`src/rtl/crc_scheduler_if.sv`:
```
// Request, result and engine-side signals of the shared CRC scheduler.
// The scheduler uses the slave modport; the bench or client fabric uses master.
interface crc_scheduler_if #(
    parameter int unsigned DATA_W = 128,
    parameter int unsigned CRC_W  = 16
);
    logic              req0_valid;
    logic              req0_ready;
    logic [DATA_W-1:0] req0_data;
    logic [CRC_W-1:0]  req0_init;
    logic [CRC_W-1:0]  req0_poly;
    logic [CRC_W-1:0]  req0_xor;

    logic              req1_valid;
    logic              req1_ready;
    logic [DATA_W-1:0] req1_data;
    logic [CRC_W-1:0]  req1_init;
    logic [CRC_W-1:0]  req1_poly;
    logic [CRC_W-1:0]  req1_xor;

    logic              abort;

    logic              res_valid;
    logic              res_ready;
    logic              res_id;
    logic [CRC_W-1:0]  res_crc;

    logic              eng_clear;
    logic              eng_serial;
    logic              eng_enable;
    logic [CRC_W-1:0]  eng_init;
    logic [CRC_W-1:0]  eng_poly;
    logic [CRC_W-1:0]  eng_xor;
    logic [CRC_W-1:0]  eng_crc;

    modport slave (
        input  req0_valid, req0_data, req0_init, req0_poly, req0_xor,
        input  req1_valid, req1_data, req1_init, req1_poly, req1_xor,
        input  abort, res_ready, eng_crc,
        output req0_ready, req1_ready,
        output res_valid, res_id, res_crc,
        output eng_clear, eng_serial, eng_enable, eng_init, eng_poly, eng_xor
    );

    modport master (
        output req0_valid, req0_data, req0_init, req0_poly, req0_xor,
        output req1_valid, req1_data, req1_init, req1_poly, req1_xor,
        output abort, res_ready, eng_crc,
        input  req0_ready, req1_ready,
        input  res_valid, res_id, res_crc,
        input  eng_clear, eng_serial, eng_enable, eng_init, eng_poly, eng_xor
    );
endinterface

```
`src/rtl/crc_scheduler.sv`:
```
// Round-robin scheduler sharing one serial CRC engine between two requesters:
// grant, clear engine, stream the word MSB-first, capture and hold the tagged CRC.
module crc_scheduler #(
    parameter int unsigned DATA_W = 128,
    parameter int unsigned CRC_W  = 16
) (
    input logic             clk,
    input logic             rst,
    crc_scheduler_if.slave  bus
);
    localparam int unsigned CntW = $clog2(DATA_W) + 1;

    typedef enum logic [2:0] {StIdle, StClear, StShift, StWait, StDone} state_e;

    state_e            state_q, state_d;
    logic              last_q;  // last granted requester; also the id of the frame in flight
    logic [DATA_W-1:0] shreg_q;
    logic [CntW-1:0]   cnt_q;
    logic [CRC_W-1:0]  init_q, poly_q, xor_q;
    logic              res_valid_q;
    logic              res_id_q;
    logic [CRC_W-1:0]  res_crc_q;

    logic grant0, grant1, accept;

    assign grant0 = bus.req0_valid & (~bus.req1_valid | last_q);
    assign grant1 = bus.req1_valid & (~bus.req0_valid | ~last_q);
    assign accept = (state_q == StIdle) & (grant0 | grant1);

    always_comb begin
        state_d = state_q;
        unique case (state_q)
            StIdle:  if (accept) state_d = StClear;
            StClear: state_d = bus.abort ? StIdle : StShift;
            StShift: begin
                if (bus.abort)        state_d = StIdle;
                else if (cnt_q == '0) state_d = StWait;
            end
            StWait:  state_d = bus.abort ? StIdle : StDone;
            StDone:  if (bus.res_ready) state_d = StIdle;
            default: state_d = StIdle;
        endcase
    end

    always_ff @(posedge clk or negedge rst) begin
        if (!rst) begin
            state_q     <= StIdle;
            last_q      <= 1'b1;
            shreg_q     <= '0;
            cnt_q       <= '0;
            init_q      <= '0;
            poly_q      <= '0;
            xor_q       <= '0;
            res_valid_q <= 1'b0;
            res_id_q    <= 1'b0;
            res_crc_q   <= '0;
        end else begin
            state_q <= state_d;
            if (accept) begin
                last_q  <= grant1;
                shreg_q <= grant1 ? bus.req1_data : bus.req0_data;
                init_q  <= grant1 ? bus.req1_init : bus.req0_init;
                poly_q  <= grant1 ? bus.req1_poly : bus.req0_poly;
                xor_q   <= grant1 ? bus.req1_xor  : bus.req0_xor;
            end else if (state_q == StShift) begin
                shreg_q <= {shreg_q[DATA_W-2:0], 1'b0};
            end

            if (state_q == StClear) begin
                cnt_q <= CntW'(DATA_W - 1);
            end else if (state_q == StShift && cnt_q != '0) begin
                cnt_q <= cnt_q - 1'b1;
            end

            if (state_q == StWait && !bus.abort) begin
                res_valid_q <= 1'b1;
                res_id_q    <= last_q;
                res_crc_q   <= bus.eng_crc;
            end else if (state_q == StDone && bus.res_ready) begin
                res_valid_q <= 1'b0;
            end
        end
    end

    // Ready is gated by rst so it is low the moment reset asserts, even with valid high.
    assign bus.req0_ready = rst & (state_q == StIdle) & grant0;
    assign bus.req1_ready = rst & (state_q == StIdle) & grant1;

    assign bus.eng_clear  = (state_q == StClear);
    assign bus.eng_enable = (state_q == StShift);
    assign bus.eng_serial = (state_q == StShift) & shreg_q[DATA_W-1];
    assign bus.eng_init   = init_q;
    assign bus.eng_poly   = poly_q;
    assign bus.eng_xor    = xor_q;

    assign bus.res_valid  = res_valid_q;
    assign bus.res_id     = res_id_q;
    assign bus.res_crc    = res_crc_q;
endmodule

```
`src/flat_wrapper.sv`:
```
// flat-port wrapper written by rule: the top's interface ports become plain ports
module crc_scheduler_flat 
#(
    parameter int unsigned DATA_W = 128,
    parameter int unsigned CRC_W  = 16
)
  (clk, rst, bus_req0_valid, bus_req0_data, bus_req0_init, bus_req0_poly, bus_req0_xor, bus_req1_valid, bus_req1_data, bus_req1_init, bus_req1_poly, bus_req1_xor, bus_abort, bus_res_ready, bus_eng_crc, bus_req0_ready, bus_req1_ready, bus_res_valid, bus_res_id, bus_res_crc, bus_eng_clear, bus_eng_serial, bus_eng_enable, bus_eng_init, bus_eng_poly, bus_eng_xor);
  crc_scheduler_if #(.DATA_W(DATA_W), .CRC_W(CRC_W)) bus_i ();
  input logic clk;
  input logic rst;
  input wire logic [$bits(bus_i.req0_valid)-1:0] bus_req0_valid;
  input wire logic [$bits(bus_i.req0_data)-1:0] bus_req0_data;
  input wire logic [$bits(bus_i.req0_init)-1:0] bus_req0_init;
  input wire logic [$bits(bus_i.req0_poly)-1:0] bus_req0_poly;
  input wire logic [$bits(bus_i.req0_xor)-1:0] bus_req0_xor;
  input wire logic [$bits(bus_i.req1_valid)-1:0] bus_req1_valid;
  input wire logic [$bits(bus_i.req1_data)-1:0] bus_req1_data;
  input wire logic [$bits(bus_i.req1_init)-1:0] bus_req1_init;
  input wire logic [$bits(bus_i.req1_poly)-1:0] bus_req1_poly;
  input wire logic [$bits(bus_i.req1_xor)-1:0] bus_req1_xor;
  input wire logic [$bits(bus_i.abort)-1:0] bus_abort;
  input wire logic [$bits(bus_i.res_ready)-1:0] bus_res_ready;
  input wire logic [$bits(bus_i.eng_crc)-1:0] bus_eng_crc;
  output wire logic [$bits(bus_i.req0_ready)-1:0] bus_req0_ready;
  output wire logic [$bits(bus_i.req1_ready)-1:0] bus_req1_ready;
  output wire logic [$bits(bus_i.res_valid)-1:0] bus_res_valid;
  output wire logic [$bits(bus_i.res_id)-1:0] bus_res_id;
  output wire logic [$bits(bus_i.res_crc)-1:0] bus_res_crc;
  output wire logic [$bits(bus_i.eng_clear)-1:0] bus_eng_clear;
  output wire logic [$bits(bus_i.eng_serial)-1:0] bus_eng_serial;
  output wire logic [$bits(bus_i.eng_enable)-1:0] bus_eng_enable;
  output wire logic [$bits(bus_i.eng_init)-1:0] bus_eng_init;
  output wire logic [$bits(bus_i.eng_poly)-1:0] bus_eng_poly;
  output wire logic [$bits(bus_i.eng_xor)-1:0] bus_eng_xor;
  assign bus_i.req0_valid = bus_req0_valid;
  assign bus_i.req0_data = bus_req0_data;
  assign bus_i.req0_init = bus_req0_init;
  assign bus_i.req0_poly = bus_req0_poly;
  assign bus_i.req0_xor = bus_req0_xor;
  assign bus_i.req1_valid = bus_req1_valid;
  assign bus_i.req1_data = bus_req1_data;
  assign bus_i.req1_init = bus_req1_init;
  assign bus_i.req1_poly = bus_req1_poly;
  assign bus_i.req1_xor = bus_req1_xor;
  assign bus_i.abort = bus_abort;
  assign bus_i.res_ready = bus_res_ready;
  assign bus_i.eng_crc = bus_eng_crc;
  assign bus_req0_ready = bus_i.req0_ready;
  assign bus_req1_ready = bus_i.req1_ready;
  assign bus_res_valid = bus_i.res_valid;
  assign bus_res_id = bus_i.res_id;
  assign bus_res_crc = bus_i.res_crc;
  assign bus_eng_clear = bus_i.eng_clear;
  assign bus_eng_serial = bus_i.eng_serial;
  assign bus_eng_enable = bus_i.eng_enable;
  assign bus_eng_init = bus_i.eng_init;
  assign bus_eng_poly = bus_i.eng_poly;
  assign bus_eng_xor = bus_i.eng_xor;
  crc_scheduler #(.DATA_W(DATA_W), .CRC_W(CRC_W)) u_core (.clk(clk), .rst(rst), .bus(bus_i));
endmodule
```
`config.mk`:
```
export PLATFORM = sky130hd
export DESIGN_NAME = crc_scheduler_flat
export DESIGN_NICKNAME = d
export VERILOG_FILES = /design/src/rtl/crc_scheduler_if.sv /design/src/rtl/crc_scheduler.sv /design/src/flat_wrapper.sv
export SDC_FILE = /design/constraint.sdc
export NUM_CORES = 1
export LEC_CHECK = 0
export ABC_CLOCK_PERIOD_IN_PS = 4900
export CAP_MARGIN = 15
export CELL_PAD_IN_SITES_DETAIL_PLACEMENT = 1
export CELL_PAD_IN_SITES_GLOBAL_PLACEMENT = 1
export CORE_MARGIN = 4
export CORE_UTILIZATION = 35
export CTS_CLUSTER_DIAMETER = 40
export DETAILED_ROUTE_END_ITERATION = 6
export HOLD_SLACK_MARGIN = 0.1
export MAX_ROUTING_LAYER = met4
export PLACE_DENSITY = 0.95
export SYNTH_ARGS = -nofsm -noshare
export SYNTH_HDL_FRONTEND = slang
export SYNTH_SLANG_ARGS = --single-unit
export TNS_END_PERCENT = 1
```
`constraint.sdc`:
```
create_clock -name clk -period 4.9 [get_ports clk]
set_clock_uncertainty 0.1 [all_clocks]
set_input_delay 0.98 -clock clk [delete_from_list [all_inputs] [get_ports clk]]
set_output_delay 0.98 -clock clk [all_outputs]
set_load 0.01 [all_outputs]
```
==> impl_metrics.ini <==
[yosys]
syn_area_sq_mm = 0.0108
synth_cell_type_count = 42
synthesis.nets = 1403
ys_top_cells_by_area = dfrtp_1 47%, mux2i_1 17%, o221ai_1 7.0%
async_flop_share = 1.00
yosysWarnings = 0
netlist_instances = 1027
synth.top_cells.by_count = 205 x dfrtp_1, 185 x mux2i_1, 131 x inv_1
synth_flop_cell = dfrtp_1
synth_edf_count = 0
synth.most_common_cell = dfrtp_1
yosysTopAreaCellShare = 0.474
ys_ff_latch = 206
synth_top_area_cell = dfrtp_1
synth_seq_area_share = 0.477
avgSynthCellArea_sq_um = 10.5

[worst_setup_path]
crit_top_cell = clkdlybuf4s50_1
worst_path_dominant_cell_family = buffers and inverters
crit_buf_inv = 2
crit_path_cell_trace = clkdlybuf4s50_1 > a21boi_4 > and3_1 > clkdlybuf4s50_1
critPathMaxFanout = 5
cp-start-kind = input pin
critPathKind = in2out
critPathCaptureType = primary output
slowest_stage = clkdlybuf4s50_1
crit_arrival_ps = 2720
critPathRequiredTime_ps = 3820
slowest_delay_ps = 690

[sta]
hold_viol = 0
fin_tns_setup_ps = 0
fin_crit_sh = 0.775
setup_viol_count_final = 0
rsz0062_at_grt = false
worst_pin_slew_ps = 1160
slew_headroom = 0.229
drv_slew = 0
clock.fmax_ghz = 0.263
period_minus_slack_ps = 3800

[floorplanning]
dieWidth_um = 184
die_h_um = 184
ios = 445
dieArea_sq_mm = 0.0338
initial_core_util = 0.354
rows = 64
coreArea_sq_mm = 0.0305

[worst_hold_path]
hp-class = in2async

[detailed_routing]
drt-met1-wl_um = 14900
drt-initial-drc-count = 554
wl_met2_um = 22100
top_layer = met4
avgRoutedWirePerCell_um = 22.2
route.met3.wl_um = 2590
dr.pass1.iters = 5
ant_nets = 0
wl_um = 41300
vias_per_cell = 5.27
route.detailed.drc = 0
vias = 9826

[layout]
area_growth_pct = 54.7
regArea_sq_mm = 0.00516
fill_cells = 3236
postLayoutCellArea_sq_mm = 0.0167
nets = 1814
drive_gt1_frac = 0.0957
multi_input_area_sq_mm = 0.00476

[clocking]
htree_levels = 2
post_cts_resized = 0
cts_hold_buf = 0
clk_latency_ps = 490
cts_tree = done
clk_pin_slew_ps = 50
clock_path_buffers = 3
root_buffer = clkbuf_16
post_cts_buffers = 0
numCtsBuffers = 36
clock-sinks = 206

[power]
powerDensity_mw_per_mm2 = 581
p_leak_nw = 7.01
vdd_drop_max_mv = 0.367

[flow_run]
cap_violations = 0

[global_route]
grt_overflow = 0
grt_max_degree = 133
grt_pass1_wl_um = 62800
grt_usage = 0.243
antenna_found_initial = 5
grt_pass1_vias = 11100

[placement]
place_area_sq_mm = 0.0155
place_hpwl_um = 29300
numPortBuffers = 444
place_congestion = 0.793

[run_status]
outcome = completed
[per-layer routing]
metal  vias up  track usage
li1       4479            -
met1      4893        0.261
met2       342        0.439
met3       112       0.0493
met4         0       0.0949
met5         -            -
[registers in the layout, indices dropped and copies added, names as in the netlist, 3 cells and up]
register             count
u_core.shreg_q         128
u_core.bus.eng_init     16
u_core.bus.eng_poly     16
u_core.bus.eng_xor      16
u_core.bus.res_crc      16
u_core.cnt_q             8
u_core.state_q           3
[stage by stage]
stage | utilization | worst slack [ps] | total power [mW] | hold slack (ps) | std cells
floorplan | - | 1830 | 5.47 | 356 | 1027
global placement | 0.508 | 1160 | 6.80 | 361 | 1796
detailed placement | 0.508 | 1110 | 7.11 | 373 | 1796
CTS | 0.548 | 1110 | 9.81 | 215 | 1859
global route | 0.548 | 1070 | 10.3 | 223 | 1864
finish | 0.548 | 1100 | 9.71 | 226 | 1864
[cells in the final DEF (no fill, tap or decap), types with 2 or more instances in the layout]
cell | synthesis | routed
a21oi_1 | 3 | 3
and2_1 | 3 | 3
and3_1 | 2 | 2
buf_12 | 0 | 3
buf_4 | 5 | 9
bufinv_16 | 0 | 5
clkbuf_1 | 25 | 6
clkbuf_16 | 0 | 37
clkbuf_8 | 0 | 2
clkdlybuf4s50_1 | 0 | 443
clkinv_4 | 0 | 2
clkinvlp_4 | 0 | 7
dfrtp_1 | 205 | 205
diode_2 | 0 | 5
ha_1 | 2 | 2
inv_1 | 131 | 131
inv_6 | 0 | 2
mux2_2 | 17 | 17
mux2i_1 | 185 | 185
nand2_1 | 127 | 127
nand3_1 | 2 | 2
nor2_1 | 11 | 10
nor3_1 | 3 | 3
nor4b_1 | 3 | 3
o211ai_1 | 3 | 3
o21ai_0 | 99 | 98
o21ai_4 | 1 | 2
o221ai_1 | 86 | 86
o221ai_2 | 40 | 40
or2_2 | 2 | 2
or3b_2 | 2 | 2
[report_power, final]
group	total [mW]	internal (mW)	switching [mW]
combinational	4.05	1.86	2.20
sequential	3.10	2.56	0.538
clock	2.56	1.68	0.876
total	9.71	6.10	3.61
[cell families (layout without fill, tap and decap cells)]
logic type | after synthesis | in the layout | synth area share
AO/OA/AOI/OAI | 238 | 238 | 0.181
buffers and inverters | 215 | 651 | 0.0855
flip-flops | 206 | 206 | 0.477
multiplexers | 202 | 202 | 0.189
AND/OR/NAND/NOR | 163 | 163 | 0.0645
adder cells (fa/ha/maj) | 2 | 2 | 0.00231
XOR/XNOR | 1 | 1 | 0.000810
other | 0 | 5 | 0
[final cells by class]
cell class | instances | area share
sequential | 206 | 0.308
multi-input combinational | 606 | 0.285
timing repair buffer | 456 | 0.274
clock buffer | 45 | 0.0583
inverter | 132 | 0.0298
tap | 396 | 0.0296
clock inverter | 18 | 0.0152
antenna | 5 | 0.000748
[path summary, 6_finish.rpt]
path	startpoint	endpoint	slack, ps	depth (start not counted)
worst max register to register	u_core.state_q[1]	u_core.shreg_q[30]	1860	4
max in group asynchronous	rst	u_core.bus.eng_xor[11]	2700	3
worst min register to register	u_core.shreg_q[67]	u_core.shreg_q[68]	380	2
worst max-delay path	bus_req1_valid	bus_req1_ready	1100	4
min in group clk	u_core.shreg_q[67]	u_core.shreg_q[68]	380	2
worst min-delay path	rst	u_core.shreg_q[81]	230	1
No activity file was read; power rests on OpenSTA's default activity.
